[src/rtl/riscv_pkg.sv]
// Shared load/store types, exception cause codes and the LSU state encoding.
package riscv_pkg;

  typedef enum logic {
    LSU_OP_LD = 1'b0,
    LSU_OP_ST = 1'b1
  } lsu_op_e;

  typedef enum logic [2:0] {
    LSU_BYTE   = 3'd0,
    LSU_HALF   = 3'd1,
    LSU_WORD   = 3'd2,
    LSU_U_BYTE = 3'd3,
    LSU_U_HALF = 3'd4
  } lsu_dtype_e;

  localparam logic [5:0] EXC_LD_MISALIGN = 6'd4;
  localparam logic [5:0] EXC_LD_FAULT    = 6'd5;
  localparam logic [5:0] EXC_ST_MISALIGN = 6'd6;
  localparam logic [5:0] EXC_ST_FAULT    = 6'd7;

  typedef enum logic [1:0] {
    LSU_IDLE = 2'd0,
    LSU_REQ  = 2'd1,
    LSU_WAIT = 2'd2,
    LSU_HOLD = 2'd3
  } lsu_state_e;

endpackage

[src/rtl/lsu_align.sv]
// Combinational lane logic: store byte enables and data replication,
// load extraction with sign/zero extension, and misalignment detection.
module lsu_align
  import riscv_pkg::*;
#(
  parameter int XLEN = 32
) (
  input  lsu_dtype_e        i_dtype,
  input  logic [1:0]        i_off,
  input  logic [XLEN-1:0]   i_wdata,
  input  logic [XLEN-1:0]   i_rdata,
  output logic [3:0]        o_be,
  output logic [XLEN-1:0]   o_wdata,
  output logic [XLEN-1:0]   o_rdata_ext,
  output logic              o_misalign
);

  logic [XLEN-1:0] w_shift;

  function automatic logic [31:0] ext8(input logic [7:0] b, input logic sgn);
    logic signed [7:0] s;
    s = b;
    return sgn ? {{24{s[7]}}, b} : {24'd0, b};
  endfunction

  function automatic logic [31:0] ext16(input logic [15:0] h, input logic sgn);
    logic signed [15:0] s;
    s = h;
    return sgn ? {{16{s[15]}}, h} : {16'd0, h};
  endfunction

  // Lane selection per access size; the addressed byte/half is moved to bit 0 for loads.
  always_comb begin
    w_shift     = i_rdata >> {i_off, 3'b000};
    o_be        = 4'b0000;
    o_wdata     = i_wdata;
    o_rdata_ext = i_rdata;
    o_misalign  = 1'b0;
    case (i_dtype)
      LSU_BYTE, LSU_U_BYTE: begin
        o_be        = 4'b0001 << i_off;
        o_wdata     = {4{i_wdata[7:0]}};
        o_rdata_ext = ext8(w_shift[7:0], i_dtype == LSU_BYTE);
      end
      LSU_HALF, LSU_U_HALF: begin
        o_be        = 4'b0011 << {i_off[1], 1'b0};
        o_wdata     = {2{i_wdata[15:0]}};
        o_rdata_ext = ext16(w_shift[15:0], i_dtype == LSU_HALF);
        o_misalign  = i_off[0];
      end
      LSU_WORD: begin
        o_be        = 4'b1111;
        o_wdata     = i_wdata;
        o_rdata_ext = i_rdata;
        o_misalign  = (i_off != 2'b00);
      end
      default: begin
        o_be = 4'b0000;
      end
    endcase
  end

endmodule

[src/rtl/lsu_mem_stage.sv]
// MEM pipeline stage: issues one req/gnt + rvalid bus transaction per
// load/store, aligns load data and updates the WB registers.
module lsu_mem_stage
  import riscv_pkg::*;
#(
  parameter int ADDR_W = 32,
  parameter int XLEN   = 32
) (
  input  logic              clk,
  input  logic              reset,
  input  logic              stall_M,
  output logic              ready_mem,
  input  logic              lsu_en_mem,
  input  lsu_op_e           lsu_op_mem,
  input  lsu_dtype_e        lsu_dtype_mem,
  input  logic [ADDR_W-1:0] lsu_addr_mem,
  input  logic [XLEN-1:0]   lsu_wdata_mem,
  input  logic              rd_wr_en_mem,
  input  logic [4:0]        rd_wr_addr_mem,
  input  logic [XLEN-1:0]   rd_wr_data_mem,
  input  logic              exc_taken_mem,
  input  logic [5:0]        exc_cause_mem,
  input  logic [XLEN-1:0]   exc_tval_mem,
  output logic              data_req,
  output logic [ADDR_W-1:0] data_addr,
  output logic              data_we,
  output logic [3:0]        data_be,
  output logic [XLEN-1:0]   data_wdata,
  input  logic              data_gnt,
  input  logic              data_rvalid,
  input  logic [XLEN-1:0]   data_rdata,
  input  logic              data_err,
  output logic              rd_wr_en_wb,
  output logic [4:0]        rd_wr_addr_wb,
  output logic [XLEN-1:0]   rd_wr_data_wb,
  output logic              exc_taken_wb,
  output logic [5:0]        exc_cause_wb,
  output logic [XLEN-1:0]   exc_tval_wb,
  output logic              forward_mem_en,
  output logic [4:0]        forward_mem_addr,
  output logic [XLEN-1:0]   forward_mem_wdata
);

  lsu_state_e      r_state;
  logic [XLEN-1:0] r_hold_data_p1;
  logic            r_hold_err_p1;

  logic            w_misalign;
  logic [3:0]      w_be;
  logic [XLEN-1:0] w_wdata;
  logic [XLEN-1:0] w_rdata_ext;
  logic            w_is_store;
  logic            w_is_load;
  logic            w_need_acc;
  logic            w_wait_rv;
  logic            w_in_hold;
  logic            w_bus_err;
  logic [XLEN-1:0] w_load_res;
  logic            w_exc;
  logic [5:0]      w_cause;
  logic [XLEN-1:0] w_tval;
  logic            w_ready;

  lsu_align #(.XLEN(XLEN)) u_align (
    .i_dtype     (lsu_dtype_mem),
    .i_off       (lsu_addr_mem[1:0]),
    .i_wdata     (lsu_wdata_mem),
    .i_rdata     (data_rdata),
    .o_be        (w_be),
    .o_wdata     (w_wdata),
    .o_rdata_ext (w_rdata_ext),
    .o_misalign  (w_misalign)
  );

  // Access decision, completion detection and exception selection for the current MEM instruction.
  always_comb begin
    w_is_store = (lsu_op_mem == LSU_OP_ST);
    w_is_load  = lsu_en_mem & ~w_is_store;
    w_need_acc = lsu_en_mem & ~exc_taken_mem & ~w_misalign;
    w_wait_rv  = (r_state == LSU_WAIT) & data_rvalid;
    w_in_hold  = (r_state == LSU_HOLD);
    // A response parked in HOLD takes precedence over whatever sits on the bus now.
    w_load_res = w_in_hold ? r_hold_data_p1 : w_rdata_ext;
    w_bus_err  = (w_wait_rv & data_err) | (w_in_hold & r_hold_err_p1);
    w_exc      = 1'b0;
    w_cause    = 6'd0;
    w_tval     = '0;
    if (exc_taken_mem) begin
      w_exc   = 1'b1;
      w_cause = exc_cause_mem;
      w_tval  = exc_tval_mem;
    end else if (lsu_en_mem & w_misalign) begin
      w_exc   = 1'b1;
      w_cause = w_is_store ? EXC_ST_MISALIGN : EXC_LD_MISALIGN;
      w_tval  = lsu_addr_mem;
    end else if (w_bus_err) begin
      w_exc   = 1'b1;
      w_cause = w_is_store ? EXC_ST_FAULT : EXC_LD_FAULT;
      w_tval  = lsu_addr_mem;
    end
    w_ready = ~stall_M & (((r_state == LSU_IDLE) & ~w_need_acc) | w_wait_rv | w_in_hold);
  end

  // Bus request side and back-pressure/bypass outputs; EX holds the address and data stable while not ready.
  always_comb begin
    data_req          = ~reset & (((r_state == LSU_IDLE) & w_need_acc) | (r_state == LSU_REQ));
    data_addr         = {lsu_addr_mem[ADDR_W-1:2], 2'b00};
    data_we           = w_is_store;
    data_be           = w_be;
    data_wdata        = w_wdata;
    ready_mem         = w_ready;
    forward_mem_en    = rd_wr_en_mem & w_ready & ~w_exc;
    forward_mem_addr  = rd_wr_addr_mem;
    forward_mem_wdata = w_is_load ? w_load_res : rd_wr_data_mem;
  end

  // Transaction FSM: at most one outstanding access, reset drops any request in flight.
  always_ff @(posedge clk) begin
    if (reset) begin
      r_state <= LSU_IDLE;
    end else begin
      case (r_state)
        LSU_IDLE: if (w_need_acc) r_state <= data_gnt ? LSU_WAIT : LSU_REQ;
        LSU_REQ:  if (data_gnt) r_state <= LSU_WAIT;
        LSU_WAIT: if (data_rvalid) r_state <= stall_M ? LSU_HOLD : LSU_IDLE;
        LSU_HOLD: if (!stall_M) r_state <= LSU_IDLE;
        default:  r_state <= LSU_IDLE;
      endcase
    end
  end

  // --- response buffer (p1): keeps a response that arrived under stall ---
  always_ff @(posedge clk) begin
    if (w_wait_rv) begin
      r_hold_data_p1 <= w_rdata_ext;
      r_hold_err_p1  <= data_err;
    end
  end

  // --- MEM -> WB boundary: hold on stall, capture when ready, otherwise insert a bubble ---
  always_ff @(posedge clk) begin
    if (reset) begin
      rd_wr_en_wb   <= 1'b0;
      rd_wr_addr_wb <= 5'd0;
      rd_wr_data_wb <= '0;
      exc_taken_wb  <= 1'b0;
      exc_cause_wb  <= 6'd0;
      exc_tval_wb   <= '0;
    end else if (stall_M) begin
      rd_wr_en_wb   <= rd_wr_en_wb;
    end else if (w_ready) begin
      rd_wr_en_wb   <= rd_wr_en_mem & ~w_exc;
      rd_wr_addr_wb <= rd_wr_addr_mem;
      rd_wr_data_wb <= w_is_load ? w_load_res : rd_wr_data_mem;
      exc_taken_wb  <= w_exc;
      exc_cause_wb  <= w_cause;
      exc_tval_wb   <= w_tval;
    end else begin
      rd_wr_en_wb   <= 1'b0;
      exc_taken_wb  <= 1'b0;
    end
  end

endmodule

[config.mk]
export PLATFORM = sky130hd
export DESIGN_NAME = lsu_mem_stage
export DESIGN_NICKNAME = d
export VERILOG_FILES = /design/src/rtl/riscv_pkg.sv /design/src/rtl/lsu_align.sv /design/src/rtl/lsu_mem_stage.sv
export SDC_FILE = /design/constraint.sdc
export NUM_CORES = 1
export LEC_CHECK = 0
export CORE_UTILIZATION = 30
export CTS_CLUSTER_SIZE = 20
export DETAILED_ROUTE_END_ITERATION = 8
export GPL_TIMING_DRIVEN = 0
export PLACE_DENSITY = 0.7
export SYNTH_ARGS = -nofsm -noshare
export SYNTH_HDL_FRONTEND = slang
export SYNTH_SLANG_ARGS = --single-unit
[constraint.sdc]
create_clock -name clk -period 2.3 [get_ports clk]
set_clock_uncertainty 0.05 [all_clocks]
set_input_delay 0.23 -clock clk [delete_from_list [all_inputs] [get_ports clk]]
set_output_delay 0.23 -clock clk [all_outputs]
set_load 0.01 [all_outputs]
Yosys cells after proc, flatten, opt, wreduce, memory -nomap -nowiden
Cells that the tools add are included.

word-level totals
  input bits = 184
  output and inout port bits = 186
  register bits = 112
  logic and storage cells = 83

cells by class
  bitwise operators = 25
  eq/ne operators = 11
  reduce and logical (&&, ||, !) cells = 7
  shift operators = 3
  mux-type cells = 28

operators with widths
  operator                                                                count
  32-bit 2-to-1 mux                                                       7
  32-bit case mux with 2 select lines                                     2
  32-bit by 5-bit >> shifter with 16-bit output                           1
  2-bit 2-to-1 mux                                                        8
  1-bit bitwise AND                                                       14
  4-bit case mux with 3 select lines                                      1
  2-bit != test (second input constant)                                   4
  2-bit case mux with 4 select lines                                      1
  1-bit NOT                                                               7
  3-bit by 2-bit equality test with 1-bit output (second input constant)  2
  3-bit 2-to-1 mux                                                        2
  6-bit 2-to-1 mux                                                        1
  1-bit 2-to-1 mux                                                        5
  2-bit equality test (second input constant)                             2
  1-bit bitwise OR                                                        4
  4-bit AND reduction                                                     1
  2-bit OR reduction                                                      2
  1-bit by 2-bit left shift with 4-bit output (first input constant)      1
  2-bit by 2-bit left shift with 4-bit output (first input constant)      1
  3-bit by 1-bit equality test with 1-bit output (second input constant)  1
  3-bit equality test (second input constant)                             1
  3-bit zero test                                                         1
  2-bit by 1-bit equality test with 1-bit output (second input constant)  1
  2-bit zero test                                                         1
  other kinds (3)                                                         3

Longest topological paths before layout
Gate-level depths: netlist (run 1).

  word-level depth = 12
  gate-level depth with buffers = 9
  gate-level depth less buffers = 5

Cells and area by module
Synthesis (run 1) repeated with hierarchy kept, for this count alone.

second synthesis, totals
  cell total of the unflattened synthesis = 761
  area, all modules = 6961.7 um^2

modules (own cells, without submodules)
  module         cells an instance  seq. area each (um^2)  times used  area each (um^2)
  lsu_mem_stage  521                2572.5                 1           5335.1
  lsu_align      240                0.0                    1           1626.6

Worst setup path before layout (run 1)
OpenSTA, ideal clock, no wires.

  path type = register -> register
  start = register r_state[1]
  end = register r_hold_data_p1[0], enable pin
  stages on the path, launching flop included = 4
  arrival = 1673 ps
  slack = 183 ps
  setup time = 393 ps
  clock period less this slack = 2117 ps
  data required time = 1857 ps
  buffers on the path = 2
  path through = dfxtp_1 buf_2 clkbuf_1 and3b_1

between the ends
  word-level cells in the longest chain between the ends = 2

ends and longest elaborated chain
  what                    RTL line              source
  start, declared         lsu_mem_stage.sv:44   lsu_state_e r_state;
  start signal, assigned  lsu_mem_stage.sv:123  LSU_IDLE: if (w_need_acc) r_state <= data_gnt ? LSU_WAIT : LSU_REQ;
  start signal, assigned  lsu_mem_stage.sv:125  LSU_WAIT: if (data_rvalid) r_state <= stall_M ? LSU_HOLD : LSU_IDLE;
  2-bit equality test     lsu_mem_stage.sv:80   w_wait_rv = (r_state == LSU_WAIT) & data_rvalid;
  1-bit bitwise AND       lsu_mem_stage.sv:80
  end signal, assigned    lsu_mem_stage.sv:135  r_hold_data_p1 <= w_rdata_ext;
  end, declared           lsu_mem_stage.sv:45   logic [XLEN-1:0] r_hold_data_p1;

Every way passes these cells.
A chain may end at the register's enable or synchronous reset.

Worst setup path after layout (run 1)
  start = input data_rdata[24]
  end = output forward_mem_wdata[0]

between the ends
  word-level cells in the longest chain between the ends = 5
  elaborated cells on any way between the ends = 6
  classes of those cells = 1 x shift; 5 x mux

ends and longest elaborated chain
  what                                             RTL line                          source
  start, declared                                  lsu_mem_stage.sv:31               input logic [XLEN-1:0] data_rdata,
  32-bit by 5-bit >> shifter with 16-bit output *  lsu_align.sv:34                   w_shift = i_rdata >> {i_off, 3'b000};
  32-bit 2-to-1 mux (on tied branches)             lsu_align.sv:29, lsu_align.sv:23
  32-bit case mux with 2 select lines *            lsu_align.sv:39                   case (i_dtype)
  net u_align.o_rdata_ext[0]                       lsu_align.sv:14                   output logic [XLEN-1:0] o_rdata_ext,
  32-bit 2-to-1 mux *                              lsu_mem_stage.sv:83               w_load_res = w_in_hold ? r_hold_data_p1 : w_rdata_ext;
  32-bit 2-to-1 mux *                              lsu_mem_stage.sv:114              forward_mem_wdata = w_is_load ? w_load_res : rd_wr_data_mem;
  end, declared                                    lsu_mem_stage.sv:41               output logic [XLEN-1:0] forward_mem_wdata

Mark *: on every way through the listed nets, which the timed path passes. The rest lies on a longest branch.

==> impl_metrics.prom, run 1 <==
# TYPE chip_impl_metric gauge
chip_impl_info{name="run_status",value="completed"} 1
chip_impl_metric{name="finalHoldWorstSlack",unit="ns"} 0.3098
chip_impl_metric{name="clock_tree.htree_level_count",unit=""} 3
chip_impl_metric{name="core",unit="mm2"} 0.02533
chip_impl_metric{name="clock_insertion_delay_at_the_later_pin_of_the_skew_report",unit="ns"} 0.36
chip_impl_metric{name="drt_drc_violations_left",unit=""} 0
chip_impl_metric{name="finalHoldViolCount",unit=""} 0
chip_impl_metric{name="max_slew_margin",unit=""} 0.4684
chip_impl_metric{name="fp_rows",unit=""} 58
chip_impl_metric{name="layout_worst_path_cycle_share",unit=""} 0.9984
chip_impl_metric{name="full_die_area",unit="mm2"} 0.02667
chip_impl_info{name="cts_root_buf",value="clkbuf_16"} 1
chip_impl_metric{name="cp_data_required_time",unit="ns"} 2.02
chip_impl_metric{name="r2r_cells",unit=""} 9
chip_impl_metric{name="total_power_per_unit_cell_area",unit="mW/mm2"} 485.2
chip_impl_info{name="timing.critical_path.from",value="data_rdata[24]"} 1
chip_impl_info{name="synthFlopType",value="dfxtp_1"} 1
chip_impl_info{name="worst_hold_startpoint",value="data_rdata[21]"} 1
chip_impl_metric{name="clk_path_buf_depth",unit=""} 2
chip_impl_info{name="r2r_end",value="exc_tval_wb[31]$_SDFFE_PP0P_"} 1
chip_impl_metric{name="avgSynthCellArea",unit="um2"} 8.476
chip_impl_metric{name="die_h",unit="um"} 163.3
chip_impl_metric{name="boundaryPins",unit=""} 370
chip_impl_info{name="crit_slowest_cell",value="clkdlybuf4s50_1"} 1
chip_impl_info{name="crit_top_cell",value="nand2_1"} 1
chip_impl_metric{name="wl",unit="um"} 34080
chip_impl_metric{name="synth_seq_cells",unit=""} 112
chip_impl_metric{name="numClockSinks",unit=""} 112
chip_impl_metric{name="post_layout_nonfiller_instances",unit=""} 1652
chip_impl_metric{name="critPathBufInv",unit=""} 2
chip_impl_metric{name="portBuffers",unit=""} 363
chip_impl_info{name="worst_r2r_startpoint",value="r_state[0]$_SDFFE_PP0P_"} 1
chip_impl_metric{name="pre_antenna_drt_iters",unit=""} 5
chip_impl_metric{name="post-route-min-period",unit="ns"} 2.296
chip_impl_metric{name="avgViaCountPerCell",unit=""} 5.354
chip_impl_metric{name="grt_antenna_before_repair",unit=""} 6
chip_impl_metric{name="drv_cap",unit=""} 0
chip_impl_metric{name="timing.critical_path.fanout_max",unit=""} 5
chip_impl_metric{name="worst_slew_pin_slew",unit="ns"} 0.7973
chip_impl_metric{name="detail-route-antenna-nets",unit=""} 0
chip_impl_info{name="synth_largest_area_cell",value="dfxtp_1"} 1
chip_impl_metric{name="wire_length_of_the_first_global_routing_pass",unit="um"} 49490
chip_impl_metric{name="hpwl",unit="um"} 26520
chip_impl_metric{name="grt_start_max_net_pins",unit=""} 34
chip_impl_info{name="critical_path.startpoint_type",value="primary input"} 1
chip_impl_metric{name="place_inst",unit=""} 1615
chip_impl_metric{name="drive_gt1_frac",unit=""} 0.2184
chip_impl_metric{name="power.leakage",unit="nW"} 4.986
chip_impl_metric{name="first_global_vias",unit=""} 8465
chip_impl_metric{name="warnings_from_yosys",unit=""} 0
chip_impl_metric{name="final_nets",unit=""} 1493
chip_impl_info{name="critPathCaptureType",value="output port"} 1
chip_impl_metric{name="yosys.cell_types.count",unit=""} 72
chip_impl_info{name="synth_top_cells_by_area",value="dfxtp_1, edfxtp_1, a21oi_1, a311oi_1, buf_4"} 1
chip_impl_metric{name="grt_util_all_layers",unit=""} 0.2439
chip_impl_metric{name="numCtsBuffers",unit=""} 9
chip_impl_metric{name="fmaxAchievable",unit="MHz"} 435.5
chip_impl_info{name="cts_tree",value="done"} 1
chip_impl_metric{name="timing.critical_path.slowest_cell_delay",unit="ns"} 0.61
chip_impl_metric{name="finish.instance_area",unit="mm2"} 0.01274
chip_impl_metric{name="setup_viol",unit=""} 0
chip_impl_info{name="hold_end",value="r_hold_data_p1[21]$_DFFE_PN_"} 1
chip_impl_metric{name="violation_count_after_the_first_detailed_routing_iteration",unit=""} 772
chip_impl_metric{name="wl_per_cell",unit="um"} 20.63
chip_impl_metric{name="dr_total_vias",unit=""} 8844
chip_impl_metric{name="post-synth-top-area-fraction",unit=""} 0.2026
chip_impl_metric{name="holdPathStages",unit=""} 3
chip_impl_metric{name="path_clk_slew",unit="ns"} 0.08
chip_impl_metric{name="die-width",unit="um"} 163.3
chip_impl_metric{name="crit_arrival",unit="ns"} 2.02
chip_impl_info{name="rsz_0062_raised_after_global_routing",value="true"} 1
chip_impl_metric{name="global_route.overflow_total",unit=""} 0
chip_impl_metric{name="syn_inst",unit=""} 921
chip_impl_metric{name="async_flop_share",unit=""} 0
chip_impl_metric{name="placement.cell_area",unit="mm2"} 0.01186
chip_impl_info{name="timing.setup.critical_path_class",value="primary input to output port"} 1
chip_impl_metric{name="post_cts_hold_buffer_count",unit=""} 0
chip_impl_info{name="hp-class",value="primary input to flop"} 1
chip_impl_metric{name="final-seq-area",unit="mm2"} 0.002575
chip_impl_info{name="worst_path_dominant_cell_family",value="buffers and inverters"} 1
chip_impl_metric{name="globalplace.congestion",unit=""} 0.9117
chip_impl_metric{name="total_power",unit="mW"} 6.179
chip_impl_info{name="crit_path_cell_trace",value="clkdlybuf4s50_1, mux2_2, a22oi_1, o2bb2ai_1, nand2_1, nand2_1, clkdlybuf4s15_2"} 1
chip_impl_metric{name="report.final.slew_viol_count",unit=""} 0
chip_impl_metric{name="multiInputGateArea",unit="mm2"} 0.004629
chip_impl_metric{name="synth_edf_count",unit=""} 33
chip_impl_metric{name="fillers",unit=""} 2430
chip_impl_metric{name="regToRegSetupSlack",unit="ns"} 0.31
chip_impl_metric{name="vdd.ir_drop.worst",unit="V"} 0.0003576
chip_impl_metric{name="yosysSeqAreaShare",unit=""} 0.3295
chip_impl_metric{name="initial_core_util",unit=""} 0.3082
chip_impl_metric{name="synth_cell_area",unit="mm2"} 0.007806
chip_impl_metric{name="area_growth_syn_to_layout",unit="%"} 63.15
==> per-layer routing <==
layer	GRT usage	vias up	wire length [um]
met5	0	-	0
met4	0.1117	0	1368
met3	0.06425	72	2973
met2	0.4372	451	17030
met1	0.2665	4129	12710
li1	-	4192	-
==> worst min-delay path, delay by kind of cell <==
kind	cells	cell delay, ns
and+or+nand+nor	2	0.15
buffers and inverters	1	0.24
==> flip-flops by register name, indices dropped and copies added (netlist names) <==
| signal | flops |
|---|---|
| rd_wr_data_wb | 32 |
| r_hold_data_p1 | 32 |
| exc_tval_wb | 32 |
| r_hold_err_p1 | 1 |
| exc_cause_wb | 6 |
| rd_wr_en_wb | 1 |
| r_state | 2 |
| rd_wr_addr_wb | 5 |
| exc_taken_wb | 1 |
==> cell usage after synthesis, drive strengths merged, types with 2 or more instances <==
library cell / count
a2111oi: 8
a211o: 2
a211oi: 2
a21boi: 2
a21o: 2
a21oi: 99
a221o: 8
a22o: 9
a22oi: 13
a2bb2oi: 8
a311oi: 53
and3: 18
and4b: 2
buf: 94
clkbuf: 49
dfxtp: 79
edfxtp: 33
inv: 11
mux2: 27
mux2i: 11
mux4: 2
nand2: 104
nand2b: 7
nand3: 14
nand4bb: 8
nor2: 36
nor2b: 36
nor3: 34
nor4: 10
o21ai: 70
o21bai: 8
o22ai: 34
o2bb2ai: 9
or2: 4
==> cells by family after synthesis <==
kind of cell	share of synthesized area
compound gates	0.3026
simple gates	0.1917
buf+inv	0.1148
flops	0.3295
mux	0.05979
xor+xnor	0.001122
other cells	0.0004804
==> stage by stage <==
stage,setup slack (ns),utilization,setup TNS (ns)
final,0.003624,0.5029,0
after global routing,-0.03466,0.5026,-0.03633
after CTS,-0.1637,0.4954,-1.389
after detailed placement,-0.9129,0.4682,-59.09
after global placement,-0.9080,0.4681,-69.83
after floorplan,0.1834,-,0
==> cell type report <==
type,instances,area share
clock inverters,6,0.003242
plain buffers,138,0.07633
well taps,330,0.03242
flip-flops and latches,112,0.2022
diodes,8,0.001572
clock buffers,10,0.01876
repair buffers,381,0.2985
multi-input cells,656,0.3635
inverters,11,0.003537
==> worst max-delay path by stage <==
| stage | cells after the start | slack (ns) | to |
|---|---|---|---|
| global route | 6 | -0.03 | forward_mem_wdata[27] |
| finish | 7 | 0.004 | forward_mem_wdata[0] |
| floorplan | 3 | 0.18 | r_hold_data_p1[0]$_DFFE_PN_ |
| CTS | 6 | -0.16 | forward_mem_wdata[19] |
| detailed placement | 8 | -0.91 | forward_mem_wdata[0] |
| global placement | 8 | -0.91 | forward_mem_wdata[15] |
==> placed cells by master (no fill, tap or decap), types with 9 or more instances in the layout <==
master | Yosys | layout
clkdlybuf4s50_1 | 0 | 290
nand2_1 | 103 | 102
a21oi_1 | 98 | 95
dfxtp_1 | 79 | 77
buf_4 | 53 | 73
o21ai_0 | 70 | 70
a311oi_1 | 52 | 37
nor2b_1 | 36 | 36
edfxtp_1 | 33 | 33
nor2_1 | 34 | 31
dlygate4sd2_1 | 0 | 31
mux2_2 | 25 | 25
nor3_1 | 23 | 23
clkbuf_1 | 48 | 22
buf_2 | 30 | 22
dlymetal6s2s_1 | 0 | 20
and3_1 | 18 | 18
o22ai_1 | 23 | 18
a311oi_2 | 1 | 16
buf_6 | 7 | 15
clkbuf_2 | 1 | 14
o22ai_2 | 10 | 13
clkdlybuf4s15_2 | 0 | 13
a22oi_1 | 13 | 12
mux2i_1 | 11 | 11
nand3_1 | 13 | 11
nor3_2 | 10 | 10
inv_1 | 10 | 9
a22o_1 | 9 | 9
nor4_1 | 9 | 9
clkbuf_16 | 0 | 9
==> power breakdown <==
group	leakage (nW)	internal, mW	switching, mW
Sequential	0.954	2.18	0.0749
Combinational	3.89	1.22	1.14
Clock	0.141	0.773	0.789
==> what timing repair did <==
item,CTS,global route
pin swaps,6,5
setup endpoints to repair,63,64
resized for setup,178,67
setup buffers,13,4
cloned,0,1
No activity file was read; power rests on OpenSTA's default activity.
==> inputs of run 2 (changes only) <==
CORE_MARGIN = 3   (was default)
DONT_BUFFER_PORTS = 1   (was default)
PLACE_DENSITY = 0.52   (was 0.7)
==> run 2 against run 1 <==
Against the previous run:
- critical path depth shrank 2
- via count fell by 13%
- utilization shrank 14 points
- power down 10%
- first-iteration DRC count shrank 18%
- critical endpoint is now forward_mem_wdata[12]
- largest cell class is now multi-input gates
- largest power group is now sequential cells
==> impl_metrics.prom, run 2 (synthesized netlist as in run 1, its figures left out) <==
# TYPE chip_impl_metric gauge
chip_impl_info{name="run_status",value="completed"} 1
chip_impl_info{name="worst_path_dominant_cell_family",value="simple AND/OR/NAND/NOR gates"} 1
chip_impl_metric{name="globalplace.congestion",unit=""} 0.8842
chip_impl_metric{name="finalHoldWorstSlack",unit="ns"} 0.01337
chip_impl_metric{name="violation_count_after_the_first_detailed_routing_iteration",unit=""} 630
chip_impl_metric{name="area_growth_syn_to_layout",unit="%"} 18.26
chip_impl_metric{name="wire_length_of_the_first_global_routing_pass",unit="um"} 48630
chip_impl_metric{name="report.final.slew_viol_count",unit=""} 0
chip_impl_info{name="topRoutingLayerUsed",value="met4"} 1
chip_impl_metric{name="path_clk_slew",unit="ns"} 0.08
chip_impl_metric{name="fmaxAchievable",unit="MHz"} 448.9
chip_impl_metric{name="setup_viol",unit=""} 0
chip_impl_info{name="hold_end",value="r_hold_data_p1[23]$_DFFE_PN_"} 1
chip_impl_metric{name="wl_per_cell",unit="um"} 25.37
chip_impl_metric{name="total_power_per_unit_cell_area",unit="mW/mm2"} 599.2
chip_impl_info{name="layout.cells.most_common_list",value="nand2_1, a21oi_1, dfxtp_1"} 1
chip_impl_metric{name="full_die_area",unit="mm2"} 0.02799
chip_impl_metric{name="boundaryPins",unit=""} 370
chip_impl_info{name="worst_hold_startpoint",value="data_rdata[23]"} 1
chip_impl_info{name="r2r_end",value="r_hold_data_p1[9]$_DFFE_PN_"} 1
chip_impl_metric{name="layout_worst_path_cycle_share",unit=""} 0.9686
chip_impl_metric{name="clock_insertion_delay_at_the_later_pin_of_the_skew_report",unit="ns"} 0.35
chip_impl_metric{name="avgViaCountPerCell",unit=""} 5.804
chip_impl_metric{name="drv_cap",unit=""} 0
chip_impl_metric{name="fillers",unit=""} 2663
chip_impl_metric{name="crit_arrival",unit="ns"} 1.95
chip_impl_metric{name="numClockSinks",unit=""} 112
chip_impl_metric{name="global_route.overflow_total",unit=""} 0
chip_impl_metric{name="clock_tree.htree_level_count",unit=""} 3
chip_impl_metric{name="first_global_vias",unit=""} 7447
chip_impl_metric{name="portBuffers",unit=""} 0
chip_impl_metric{name="detail-route-antenna-nets",unit=""} 0
chip_impl_info{name="cts_tree",value="done"} 1
chip_impl_metric{name="dr_total_vias",unit=""} 7685
chip_impl_metric{name="drive_gt1_frac",unit=""} 0.2195
chip_impl_metric{name="grt_antenna_before_repair",unit=""} 1
chip_impl_metric{name="die-width",unit="um"} 167.3
chip_impl_metric{name="numCtsBuffers",unit=""} 9
chip_impl_metric{name="drt_drc_violations_left",unit=""} 0
chip_impl_metric{name="timing.critical_path.slowest_cell_delay",unit="ns"} 0.76
chip_impl_info{name="critical_path.startpoint_type",value="primary input"} 1
chip_impl_metric{name="detail_route.wirelength.met1",unit="um"} 12760
chip_impl_info{name="worst_r2r_startpoint",value="r_state[1]$_SDFFE_PP0P_"} 1
chip_impl_metric{name="finalWorstSetupSlack",unit="ns"} 0.07216
chip_impl_metric{name="holdPathStages",unit=""} 2
chip_impl_metric{name="r2r_cells",unit=""} 3
chip_impl_metric{name="timing.critical_path.fanout_max",unit=""} 8
chip_impl_info{name="crit_slowest_cell",value="nor4_2"} 1
chip_impl_metric{name="placement.cell_area",unit="mm2"} 0.008224
chip_impl_metric{name="pre_cts_slack",unit="ns"} -0.1241
chip_impl_metric{name="post-route-min-period",unit="ns"} 2.228
chip_impl_info{name="cts_root_buf",value="clkbuf_16"} 1
chip_impl_info{name="hp-class",value="primary input to flop"} 1
chip_impl_metric{name="finish.instance_area",unit="mm2"} 0.009231
chip_impl_metric{name="vdd.ir_drop.worst",unit="V"} 0.0003379
chip_impl_info{name="crit_path_cell_trace",value="buf_4, nor4_2, a221o_1, nand2_1, a21oi_2"} 1
chip_impl_info{name="largestRegisters",value="exc_tval_wb x32, r_hold_data_p1 x32, rd_wr_data_wb x32"} 1
chip_impl_metric{name="wl",unit="um"} 33590
chip_impl_metric{name="total_power",unit="mW"} 5.531
chip_impl_metric{name="finalHoldViolCount",unit=""} 0
chip_impl_metric{name="critPathBufInv",unit=""} 1
chip_impl_metric{name="hpwl",unit="um"} 26060
chip_impl_metric{name="core",unit="mm2"} 0.02540
chip_impl_metric{name="pre_antenna_drt_iters",unit=""} 5
chip_impl_info{name="critPathCaptureType",value="output port"} 1
chip_impl_metric{name="die_h",unit="um"} 167.3
chip_impl_metric{name="regToRegSetupSlack",unit="ns"} 0.17
chip_impl_metric{name="cp_data_required_time",unit="ns"} 2.02
chip_impl_metric{name="clk_path_buf_depth",unit=""} 2
chip_impl_metric{name="met2RoutedLength",unit="um"} 16860
chip_impl_metric{name="power.leakage",unit="nW"} 3.403
chip_impl_metric{name="max_slew_margin",unit=""} 0.4412
chip_impl_metric{name="grt_util_all_layers",unit=""} 0.2243
chip_impl_metric{name="wl_met3",unit="um"} 3294
chip_impl_metric{name="worst_slew_pin_slew",unit="ns"} 0.8312
chip_impl_metric{name="initial_core_util",unit=""} 0.3073
chip_impl_info{name="timing.setup.critical_path_class",value="primary input to output port"} 1
chip_impl_metric{name="grt_start_max_net_pins",unit=""} 34
chip_impl_metric{name="fin_util",unit=""} 0.3634
chip_impl_metric{name="fp_rows",unit=""} 58
chip_impl_info{name="layout_commonest_cell",value="nand2_1"} 1
chip_impl_metric{name="final_nets",unit=""} 1172
run 2: cell types whose count changed in the layout (fill, tap and decap cells not counted), sizes merged:
cell and delta:
clkdlybuf4s50 -290, clkdlybuf4s15 -16, clkbuf +7, dlymetal6s2s -20
clkinv -2, dlygate4sd3 +54, buf -23, dlygate4sd2 -31
bufinv +1, diode -7, clkinvlp -1
run 2: area by class of cell:
type                    count  area [um2]  share of cell area
inverters                  11       41.29            0.004473
diodes                      1       2.502           0.0002711
clock inverters             4       56.30            0.006099
multi-input cells         656        4447              0.4817
plain buffers             142       875.8             0.09488
clock buffers              12       267.8             0.02901
flip-flops and latches    112        2572              0.2787
repair buffers             56       555.5             0.06018
well taps                 330       412.9             0.04473
run 2: worst max-delay path by stage:
stage                             from                          end  slack (ns)  cells past startpoint
2_1_floorplan  r_state[1]$_SDFFE_PP0P_  r_hold_data_p1[0]$_DFFE_PN_        0.18                      3
3_3_place_gp   r_state[1]$_SDFFE_PP0P_  r_hold_data_p1[5]$_DFFE_PN_       -0.52                      3
6_report              lsu_dtype_mem[1]        forward_mem_wdata[12]        0.07                      5
4_1_cts        r_state[1]$_SDFFE_PP0P_         forward_mem_wdata[0]       -0.07                      6
5_1_grt        r_state[1]$_SDFFE_PP0P_        forward_mem_wdata[28]      -0.004                      5
3_5_place_dp   r_state[1]$_SDFFE_PP0P_         forward_mem_wdata[0]       -0.12                      6
run 2: metal layers:
metal  up-vias  track usage
met1      3698       0.2596
li1       3533            -
met2       414       0.4017
met3        40      0.07153
met4         0      0.05585
met5         -            0
run 2: what timing repair did:
| item | 4_1_cts | 5_1_grt |
|---|---|---|
| gates resized for setup | 20 | 21 |
| endpoints found under the setup margin | 30 | 66 |
| hold buffers | 53 | 1 |
| buffers inserted | 0 | 2 |
| endpoints found under the hold margin | 53 | 1 |
| pin swaps | 0 | 2 |
| gates cloned | 0 | 0 |
run 2: per-stage QoR:
| stage | setup TNS, ns | std cells |
|---|---|---|
| final | 0 | 1324 |
| after global routing | -0.005463 | 1324 |
| after CTS | -0.2762 | 1321 |
| after detailed placement | -0.6761 | 1252 |
| after global placement | -17.34 | 1252 |
| after floorplan | 0 | 922 |
run 2: power by group:
part | total [mW] | switching [mW] | internal [mW]
clock | 1.74 | 0.788 | 0.954
combinational | 1.43 | 0.852 | 0.576
sequential | 2.36 | 0.177 | 2.18
total | 5.53 | 1.82 | 3.71
